File: src/rtl/seq_detect_ctrl.sv
// ---------------------------------------------------------------------------
// seq_detect_ctrl
//
// Run controller for a serial Mealy pattern detector. A run starts with
// start_i: the configuration is clamped and copied into shadow registers,
// and the controller spends one ARM cycle before it moves to RUN. In RUN it
// scans a valid-qualified serial bit stream for the shadow pattern. Matches
// may overlap or not. The run ends on reaching the target match count (DONE),
// on timeout (TMO), or on abort (IDLE).
//
// Ports
//   clk_i           clock, rising edge
//   rst_ni          asynchronous reset, active low
//   start_i         begin a run (sampled in IDLE, DONE, TMO only)
//   abort_i         end any run and return to IDLE; wins over start_i
//   cfg_pattern_i   pattern; bit [len-1] is received first, bit [0] last
//   cfg_len_i       pattern length; 0 -> 1, values above PAT_W -> PAT_W
//   cfg_overlap_i   1 = overlapping matches allowed
//   cfg_target_i    matches needed for DONE; 0 -> 1
//   cfg_timeout_i   maximum number of RUN cycles; 0 disables the timeout
//   in_i            serial data bit
//   in_valid_i      in_i is meaningful this cycle
//   busy_o          state is ARM or RUN
//   match_o         combinational Mealy match pulse
//   match_cnt_o     matches in the current or last run
//   done_o          target reached (held)
//   timeout_flag_o  timeout expired (held)
// ---------------------------------------------------------------------------
module seq_detect_ctrl #(
  parameter int PAT_W = 8,
  parameter int CNT_W = 8,
  parameter int TMO_W = 16
) (
  input  logic             clk_i,
  input  logic             rst_ni,
  input  logic             start_i,
  input  logic             abort_i,
  input  logic [PAT_W-1:0] cfg_pattern_i,
  input  logic [4:0]       cfg_len_i,
  input  logic             cfg_overlap_i,
  input  logic [CNT_W-1:0] cfg_target_i,
  input  logic [TMO_W-1:0] cfg_timeout_i,
  input  logic             in_i,
  input  logic             in_valid_i,
  output logic             busy_o,
  output logic             match_o,
  output logic [CNT_W-1:0] match_cnt_o,
  output logic             done_o,
  output logic             timeout_flag_o
);

  typedef enum logic [2:0] {
    S_IDLE = 3'd0,
    S_ARM  = 3'd1,
    S_RUN  = 3'd2,
    S_DONE = 3'd3,
    S_TMO  = 3'd4
  } state_e;

  localparam logic [4:0] PAT_W_L = 5'(PAT_W);

  // ---------------------------------------------------------------------
  // State and storage
  // ---------------------------------------------------------------------
  state_e             state_q,   state_d;
  logic [PAT_W-1:0]   pat_q,     pat_d;
  logic [4:0]         len_q,     len_d;
  logic               ovl_q,     ovl_d;
  logic [CNT_W-1:0]   tgt_q,     tgt_d;
  logic [TMO_W-1:0]   tmo_q,     tmo_d;
  // Only PAT_W-1 past bits are needed: the current bit completes the window.
  logic [PAT_W-2:0]   hist_q,    hist_d;
  logic [4:0]         fill_q,    fill_d;
  logic [TMO_W-1:0]   timer_q,   timer_d;
  logic [CNT_W-1:0]   cnt_q,     cnt_d;
  logic               done_q,    done_d;
  logic               tflag_q,   tflag_d;

  // ---------------------------------------------------------------------
  // Configuration clamping (applied before the values are shadowed)
  // ---------------------------------------------------------------------
  logic [4:0]       len_clamped;
  logic [CNT_W-1:0] tgt_clamped;

  always_comb begin
    len_clamped = cfg_len_i;
    if (cfg_len_i == 5'd0) begin
      len_clamped = 5'd1;
    end else if (cfg_len_i > PAT_W_L) begin
      len_clamped = PAT_W_L;
    end
  end

  assign tgt_clamped = (cfg_target_i == '0) ? CNT_W'(1) : cfg_target_i;

  // ---------------------------------------------------------------------
  // Pattern comparison
  // ---------------------------------------------------------------------
  logic [PAT_W-1:0] cand;
  logic [PAT_W-1:0] len_mask;
  logic             pat_equal;
  logic [4:0]       fill_inc;
  logic [4:0]       fill_sat;
  logic             run_valid;
  logic             hit;
  logic [CNT_W-1:0] cnt_inc;
  logic             tgt_hit;
  logic             tmo_last;

  assign cand = {hist_q, in_i};

  // Only the low len_q bits of the window take part in the compare.
  for (genvar gi = 0; gi < PAT_W; gi++) begin : g_len_mask
    assign len_mask[gi] = (5'(gi) < len_q);
  end

  assign pat_equal = (((cand ^ pat_q) & len_mask) == '0);

  // fill_q never exceeds PAT_W (<= 16), so the increment fits in 5 bits.
  assign fill_inc  = fill_q + 5'd1;
  assign fill_sat  = (fill_inc > PAT_W_L) ? PAT_W_L : fill_inc;

  assign run_valid = (state_q == S_RUN) && in_valid_i;
  // A match needs enough received bits to cover the whole pattern.
  assign hit       = run_valid && (fill_inc >= len_q) && pat_equal;

  assign cnt_inc   = cnt_q + CNT_W'(1);
  assign tgt_hit   = hit && (cnt_inc == tgt_q);

  // timer_q counts completed RUN cycles, so the cycle in which it reaches
  // tmo_q-1 is the last one allowed.
  assign tmo_last  = (tmo_q != '0) &&
                     (({1'b0, timer_q} + (TMO_W+1)'(1)) == {1'b0, tmo_q});

  // ---------------------------------------------------------------------
  // Next-state and datapath logic
  // ---------------------------------------------------------------------
  always_comb begin
    state_d = state_q;
    pat_d   = pat_q;
    len_d   = len_q;
    ovl_d   = ovl_q;
    tgt_d   = tgt_q;
    tmo_d   = tmo_q;
    hist_d  = hist_q;
    fill_d  = fill_q;
    timer_d = timer_q;
    cnt_d   = cnt_q;
    done_d  = done_q;
    tflag_d = tflag_q;

    if (abort_i) begin
      // Abort beats everything, including a simultaneous start or match;
      // the count of the interrupted run stays visible.
      state_d = S_IDLE;
      done_d  = 1'b0;
      tflag_d = 1'b0;
    end else begin
      case (state_q)
        S_IDLE, S_DONE, S_TMO: begin
          if (start_i) begin
            pat_d   = cfg_pattern_i;
            len_d   = len_clamped;
            ovl_d   = cfg_overlap_i;
            tgt_d   = tgt_clamped;
            tmo_d   = cfg_timeout_i;
            hist_d  = '0;
            fill_d  = '0;
            timer_d = '0;
            cnt_d   = '0;
            done_d  = 1'b0;
            tflag_d = 1'b0;
            state_d = S_ARM;
          end
        end

        S_ARM: begin
          state_d = S_RUN;
        end

        S_RUN: begin
          if (tmo_q != '0) begin
            timer_d = timer_q + TMO_W'(1);
          end

          if (in_valid_i) begin
            if (hit && !ovl_q) begin
              hist_d = '0;
              fill_d = '0;
            end else begin
              hist_d = cand[PAT_W-2:0];
              fill_d = fill_sat;
            end
          end

          if (hit) begin
            cnt_d = cnt_inc;
          end

          // A target-reaching match in the final cycle takes priority
          // over the timeout.
          if (tgt_hit) begin
            state_d = S_DONE;
            done_d  = 1'b1;
          end else if (tmo_last) begin
            state_d = S_TMO;
            tflag_d = 1'b1;
          end
        end

        default: begin
          state_d = S_IDLE;
        end
      endcase
    end
  end

  // ---------------------------------------------------------------------
  // Registers
  // ---------------------------------------------------------------------
  always_ff @(posedge clk_i or negedge rst_ni) begin
    if (!rst_ni) begin
      state_q <= S_IDLE;
      pat_q   <= '0;
      len_q   <= '0;
      ovl_q   <= 1'b0;
      tgt_q   <= '0;
      tmo_q   <= '0;
      hist_q  <= '0;
      fill_q  <= '0;
      timer_q <= '0;
      cnt_q   <= '0;
      done_q  <= 1'b0;
      tflag_q <= 1'b0;
    end else begin
      state_q <= state_d;
      pat_q   <= pat_d;
      len_q   <= len_d;
      ovl_q   <= ovl_d;
      tgt_q   <= tgt_d;
      tmo_q   <= tmo_d;
      hist_q  <= hist_d;
      fill_q  <= fill_d;
      timer_q <= timer_d;
      cnt_q   <= cnt_d;
      done_q  <= done_d;
      tflag_q <= tflag_d;
    end
  end

  // ---------------------------------------------------------------------
  // Outputs
  // ---------------------------------------------------------------------
  assign busy_o         = (state_q == S_ARM) || (state_q == S_RUN);
  assign match_o        = hit;
  assign match_cnt_o    = cnt_q;
  assign done_o         = done_q;
  assign timeout_flag_o = tflag_q;

endmodule

File: config.mk
export PLATFORM = sky130hd
export DESIGN_NAME = seq_detect_ctrl
export DESIGN_NICKNAME = d
export VERILOG_FILES = /design/src/rtl/seq_detect_ctrl.sv
export SDC_FILE = /design/constraint.sdc
export NUM_CORES = 1
export LEC_CHECK = 0
export BUFFER_PORTS_ARGS = -buffer_cell sky130_fd_sc_hd__buf_2
export CORE_UTILIZATION = 37
export CTS_CLUSTER_SIZE = 16
export DETAILED_ROUTE_END_ITERATION = 12
export PLACE_DENSITY = 0.66
export SYNTH_ARGS = -nofsm -noshare
export SYNTH_HDL_FRONTEND = slang
export SYNTH_SLANG_ARGS = --single-unit
File: constraint.sdc
create_clock -name clk_i -period 3.35 [get_ports clk_i]
set_input_delay 0.335 -clock clk_i [delete_from_list [all_inputs] [get_ports clk_i]]
set_output_delay 0.335 -clock clk_i [all_outputs]
set_load 0.01 [all_outputs]
# Yosys cells after proc, flatten, opt, wreduce, memory -nomap -nowiden

Cells that the tools add are included.
W data, S select, Z words.

Logic and storage cells: 99
Output and inout bits: 12
Memories: 0
Bits in writable memories: 0
Latch bits: 0
Register bits after elaboration: 79
ROM bits: 0
Input bits: 44

Order comparisons: 11
Bitwise operators: 3
Reductions and logical operators: 23
$add $sub $neg: 4
Shift operators: 0
Equality and inequality tests: 15
$mul: 0
Multiplexer cells: 31
Div/mod/pow operators: 0

Operator list:

| cell                    | number |
|---|---|
| $mux W16                | 2 |
| $pmux W16 S2            | 1 |
| $mux W5                 | 6 |
| $mux W8                 | 3 |
| $mux W7                 | 3 |
| $lt A3 B5 Y1 const A    | 4 |
| $add A16 B1 Y17 const B | 1 |
| $eq A17 B16 Y1          | 1 |
| $add A16 B1 Y16 const B | 1 |
| $logic_not A8 Y1        | 2 |
| $pmux W8 S2             | 1 |
| $reduce_and A4 Y1       | 4 |
| $reduce_bool A16 Y1     | 1 |
| $pmux W7 S2             | 1 |
| $mux W3                 | 4 |
| $ne A3 B3 Y1 const B    | 4 |
| $gt A5 B4 Y1 const B    | 2 |
| $lt A1 B5 Y1 const A    | 2 |
| $lt A2 B5 Y1 const A    | 2 |
| $pmux W5 S2             | 1 |
| $pmux W3 S3             | 1 |
| $add A8 B1 Y8 const B   | 1 |
| $and A8 B8 Y8           | 1 |
| $eq A8 B8 Y1            | 1 |
| other kinds (22)        | 37 |

# Longest topological paths before layout

Depth in word-level cells: 8
Gate-level depth with buffers: 11
Depth with buffers taken out: 10

# Worst setup path before layout

OpenSTA, ideal clock, no wires.

Path type: register to register
Start: register len_q[1]
End: register fill_q[2]
Buffers on the path: 1
Cell stages (with the launch flop): 9
Clock period less this slack: 2.604 ns
Setup time: 0.118 ns
Setup slack: 0.746 ns
Arrival: 2.486 ns
Data required time: 3.232 ns
Path through: dfrtp_1 -> nor4_2 -> o22ai_1 -> or4_1 -> a2111oi_4 -> a21o_1 -> buf_2 -> nor2_1 -> a21o_1

Longest elaborated chain between the ends: 8
Elaborated cells on any way between the ends: 17
Classes of those cells: 9 x order compare; 3 x mux; 1 x bitwise; 4 x reduce/logical

RTL lines:

| item                                       | RTL line | RTL |
|---|---|---|
| from (decl)                                | 67       | `logic [4:0] len_q, len_d;` |
| from (signal assigned)                     | 238      | `len_q <= len_d;` |
| $lt A1 B5 Y1, or another cell as far along | 114      | `assign len_mask[gi] = (5'(gi) < len_q);` |
| $and A8 B8 Y8                              | 117      | `assign pat_equal = (((cand ^ pat_q) & len_mask) == '0);` |
| $logic_not A8 Y1                           | 117      |  |
| $logic_and A1 B1 Y1 (*)                    | 125      | `assign hit = run_valid && (fill_inc >= len_q) && pat_equal;` |
| via match_o                                | 46       | `output logic match_o,` |
| $logic_and A1 B1 Y1 (*)                    | 187      | `if (hit && !ovl_q) begin` |
| $mux W5 (*)                                | 187      |  |
| $mux W5 (*)                                | 186      | `if (in_valid_i) begin` |
| $pmux W5 S2 (*)                            | 159      | `case (state_q)` |
| to (signal assigned)                       | 243      | `fill_q <= fill_d;` |
| to (decl)                                  | 73       | `logic [4:0] fill_q, fill_d;` |

Mark *: on every way through the listed nets, which the timed path passes. The rest lies on a longest branch. The select of a mux whose other input is x is not followed.
A chain may end at the register's enable or synchronous reset.

# Final worst setup path

Start: register timer_q[0]
End: register state_q[2]

Longest elaborated chain between the ends: 5

RTL lines:

| item                        | RTL line | RTL |
|---|---|---|
| from (decl)                 | 74       | `logic [TMO_W-1:0] timer_q, timer_d;` |
| from (signal assigned)      | 244      | `timer_q <= timer_d;` |
| $add A16 B1 Y17             | 133      | `(({1'b0, timer_q} + (TMO_W+1)'(1)) == {1'b0, tmo_q});` |
| $eq A17 B16 Y1              | 133      |  |
| $logic_and A1 B1 Y1         | 132      | `assign tmo_last = (tmo_q != '0) &&` |
| $ne A4 B4 Y1 (no line)      | -        |  |
| $reduce_and A2 Y1 (no line) | -        |  |
| to (signal assigned)        | 236      | `state_q <= state_d;` |
| to (decl)                   | 65       | `state_e state_q, state_d;` |

No other way between the ends.

==> impl_metrics.env <==
export IMPL_status="completed"
export IMPL_cts_tree="built"
export IMPL_clock_sinks=79
export IMPL_cts_reportedPaths_clkPinSlew_ns=0.06
export IMPL_worst_r2r_setup_slack_ns=0.26
export IMPL_setup_viol_count_final=0
export IMPL_syn_inst=488
export IMPL_timing_critical_path_buf_inv=0
export IMPL_cts_root_buf="clkbuf_16"
export IMPL_vdd_ir_drop_worst_mv=0.3238
export IMPL_wire_per_inst_um=15.78
export IMPL_grt_max_degree=80
export IMPL_min_period_over_period=0.9211
export IMPL_boundaryPins=56
export IMPL_relSlewSlack=0.3203
export IMPL_p_per_area_nw_per_um2=489.9
export IMPL_flip_flop_and_latch_count_after_synthesis=79
export IMPL_yosys_cell_types_count=52
export IMPL_hpwl_um=7905
export IMPL_yosysSeqAreaShare=0.4290
export IMPL_core_um2=12060
export IMPL_synth_flop_cell="dfrtp_1"
export IMPL_firstDrtPassIters=5
export IMPL_cts_buffers_inserted=9
export IMPL_final_setup_tns_ns=0
export IMPL_synth_area_top_cells="dfrtp_1 (43%), mux2_2 (8.3%), xnor2_1 (5.3%), o21ai_0 (5.0%), nand2_1 (4.6%)"
export IMPL_grt_setup_unrepaired="false"
export IMPL_post_cts_resize_count=0
export IMPL_timing_final_max_slew_violations=0
export IMPL_tightest_slew_ns=1.020
export IMPL_finalWorstSetupSlack_ns=0.2642
export IMPL_ys_warnings_count=0
export IMPL_final_net_count=581
export IMPL_fillerInstances=1187
export IMPL_synth_avg_cell_area_um2=9.443
export IMPL_synth_top_cell_area_share=0.4290
export IMPL_endpoint_kind="flop"
export IMPL_synthesis_nets=540
export IMPL_worst_ep_required_time_ns=3.59
export IMPL_rows=40
export IMPL_critPathArrivalTime_ns=3.33
export IMPL_holdCritPathClass="in2async"
export IMPL_placedCellCount=686
export IMPL_clkLatencyLatePin_ns=0.35
export IMPL_synthArstFlopShare=1.000
export IMPL_vias_per_cell=5.383
export IMPL_drcViolationCount=0
export IMPL_crit_family="simple AND/OR/NAND/NOR gates"
export IMPL_worstSetupPathType="reg2reg"
export IMPL_final_setup_skew_ns=0.008628
export IMPL_critical_path_cell_chain="ha_1 > nand3_1 > or3_1 > o31ai_1 > a311oi_1 > nor4_1 > nand4_1 > a211oi_1"
export IMPL_post_cts_hold_buffer_count=0
export IMPL_grt_util_all_layers=0.1853
export IMPL_period_minus_slack_ns=3.086
export IMPL_gr_total_overflow=0
export IMPL_post_synth_instance_area_um2=4608
export IMPL_overall_die_area_um2=12910
export IMPL_r2r_cells=8
export IMPL_drt_first_iter_violations=232
export IMPL_critPathMaxFanout=9
export IMPL_worst_setup_path_start_kind="flop"
export IMPL_via_count_of_the_first_global_routing_pass=3677
export IMPL_slowest_stage="nor4_1"
export IMPL_max_freq_mhz=324.1
export IMPL_final_antenna_net_count=0
export IMPL_antenna_cell_count=0
export IMPL_timing_rr_start="timer_q[0]"
export IMPL_number_of_enable_type_register_cells_in_the_synthesized_netlist=0
export IMPL_cellLeakagePower_nw=2.225
export IMPL_timing_max_cap_violations=0
export IMPL_wire_length_of_the_first_global_routing_pass_um=18580
export IMPL_hold_worst_slack_ns=0.1596
export IMPL_finish_utilization=0.4382
export IMPL_final_cell_count_no_fill=702
export IMPL_area_growth_syn_to_layout_pct=14.69
export IMPL_h_tree_depth=3
export IMPL_drive_gt1_frac=0.2172
export IMPL_via_count=3779
export IMPL_die_x_um=113.6
export IMPL_final_hold_viol_count=0
export IMPL_synth_top_area_cell="dfrtp_1"
export IMPL_maximum_single_stage_delay_on_the_critical_path_ns=0.51
export IMPL_crit_reg2reg_capture="state_q[2]"
export IMPL_gp_congestion=0.8765
export IMPL_grt_antenna_before_repair=0
export IMPL_clock_tree_buffer_depth=2
export IMPL_dp_slack_ns=0.3581
export IMPL_io_buffers=55
export IMPL_initial_core_util=0.3821
export IMPL_die_y_um=113.6
export IMPL_postCtsSetupRepairBufs=0
export IMPL_routed_wirelength_um=11080
Yosys cell counts (3+ instances only):
master	instances
o21ai_0	46
inv_1	12
nor2_1	28
and3_1	6
a21oi_1	14
or3_1	5
a21o_1	6
or2_2	4
nand4_1	7
xor2_1	13
nand3_1	13
mux2_2	34
and2_1	6
nor3b_1	3
a31oi_1	5
nand2b_1	12
buf_2	6
xnor2_1	28
ha_1	8
nand2_1	57
o211ai_1	3
dfrtp_1	79
nor4_1	9
nor3_1	6
clkbuf_1	22
o41ai_1	4
o31ai_1	13
a22o_1	6
cell type report:
| type | count | area (um2) | area share |
|---|---|---|---|
| clock buffer | 11 | 242.7 | 0.04593 |
| clock inverter | 5 | 33.78 | 0.006392 |
| inverter | 12 | 45.04 | 0.008523 |
| multi-input combinational | 369 | 2476 | 0.4685 |
| sequential | 79 | 1977 | 0.3741 |
| tap | 168 | 210.2 | 0.03977 |
| timing repair buffer | 58 | 300.3 | 0.05682 |
registers in the layout, summed over array words and instances, names as in the netlist:
| register | flops |
|---|---|
| tmo_q | 16 |
| ovl_q | 1 |
| len_q | 5 |
| pat_q | 8 |
| tgt_q | 8 |
| state_q | 3 |
| fill_q | 5 |
| match_cnt_o | 8 |
| timer_q | 16 |
| hist_q | 7 |
| done_o | 1 |
| timeout_flag_o | 1 |
layout by cell type (no fill, tap or decap), types with 3 or more instances in the layout:
master	Yosys	routed
o41ai_1	4	4
buf_4	0	4
o21ai_0	46	46
nand2_1	57	57
and3_1	6	6
a21o_1	6	6
o31ai_1	13	13
nor3b_1	3	3
clkbuf_16	0	9
buf_2	6	54
nor4_1	9	9
nand2b_1	12	11
dfrtp_1	79	79
a22o_1	6	6
nor2_1	28	28
nand3_1	13	13
nor3_1	6	6
xor2_1	13	13
nand4_1	7	7
ha_1	8	8
or3_1	5	5
o211ai_1	3	3
a31oi_1	5	5
xnor2_1	28	28
or2_2	4	4
mux2_2	34	34
and2_1	6	6
a21oi_1	14	14
inv_1	12	12
power breakdown:
group,internal [mW],switching [mW],leakage [nW],total [mW]
logic,0.244,0.244,1.07,0.489
clock network,0.520,0.392,0.132,0.913
registers,1.06,0.125,1.03,1.19
total,1.83,0.761,2.22,2.59
worst max path at each step:
stage | start | end | slack (ns) | depth (start not counted)
finish | timer_q[0] | state_q[2] | 0.26 | 8
global placement | timer_q[0] | state_q[2] | 0.54 | 8
detailed placement | timer_q[0] | state_q[2] | 0.36 | 8
CTS | timer_q[0] | state_q[2] | 0.31 | 8
global route | timer_q[0] | state_q[2] | 0.02 | 8
floorplan | len_q[1] | fill_q[2] | 0.75 | 8
worst register-to-register path, delay by kind of cell, from the launching register on:
kind            cells  cell delay [ns]
compound gates      3             0.71
fa+ha+maj           1             0.39
flops               1             0.49
simple gates        4             1.41
cell families (layout without fill, tap and decap cells):
family                     count (synthesis)  after routing  synth area share
AOI/OAI and AO/OA                        118            118            0.1702
xor gates and xnor gates                  41             41           0.07793
adders and majority gates                  8              8           0.02172
buffers and inverters                     40             86           0.03421
DFF                                       79             79            0.4290
muxes                                     35             35           0.08526
and+or+nand+nor                          167            167            0.1816
metal layers:
metal  GRT usage  vias to the layer above  wire [um]
li1            -                     1843          -
met1      0.2388                     1832       4974
met2      0.3093                       88       5402
met3     0.03560                       16        508
met4     0.06842                        0        191
met5           0                        -          0
through the flow:
| step | cell area [um2] | total power [mW] |
|---|---|---|
| after floorplan | 4608 | 1.530 |
| final | 5285 | 2.589 |
| after global routing | 5285 | 2.727 |
| after detailed placement | 5009 | 1.695 |
| after CTS | 5285 | 2.621 |
| after global placement | 5009 | 1.674 |
Note: power is estimated with default switching activity, not from simulation.
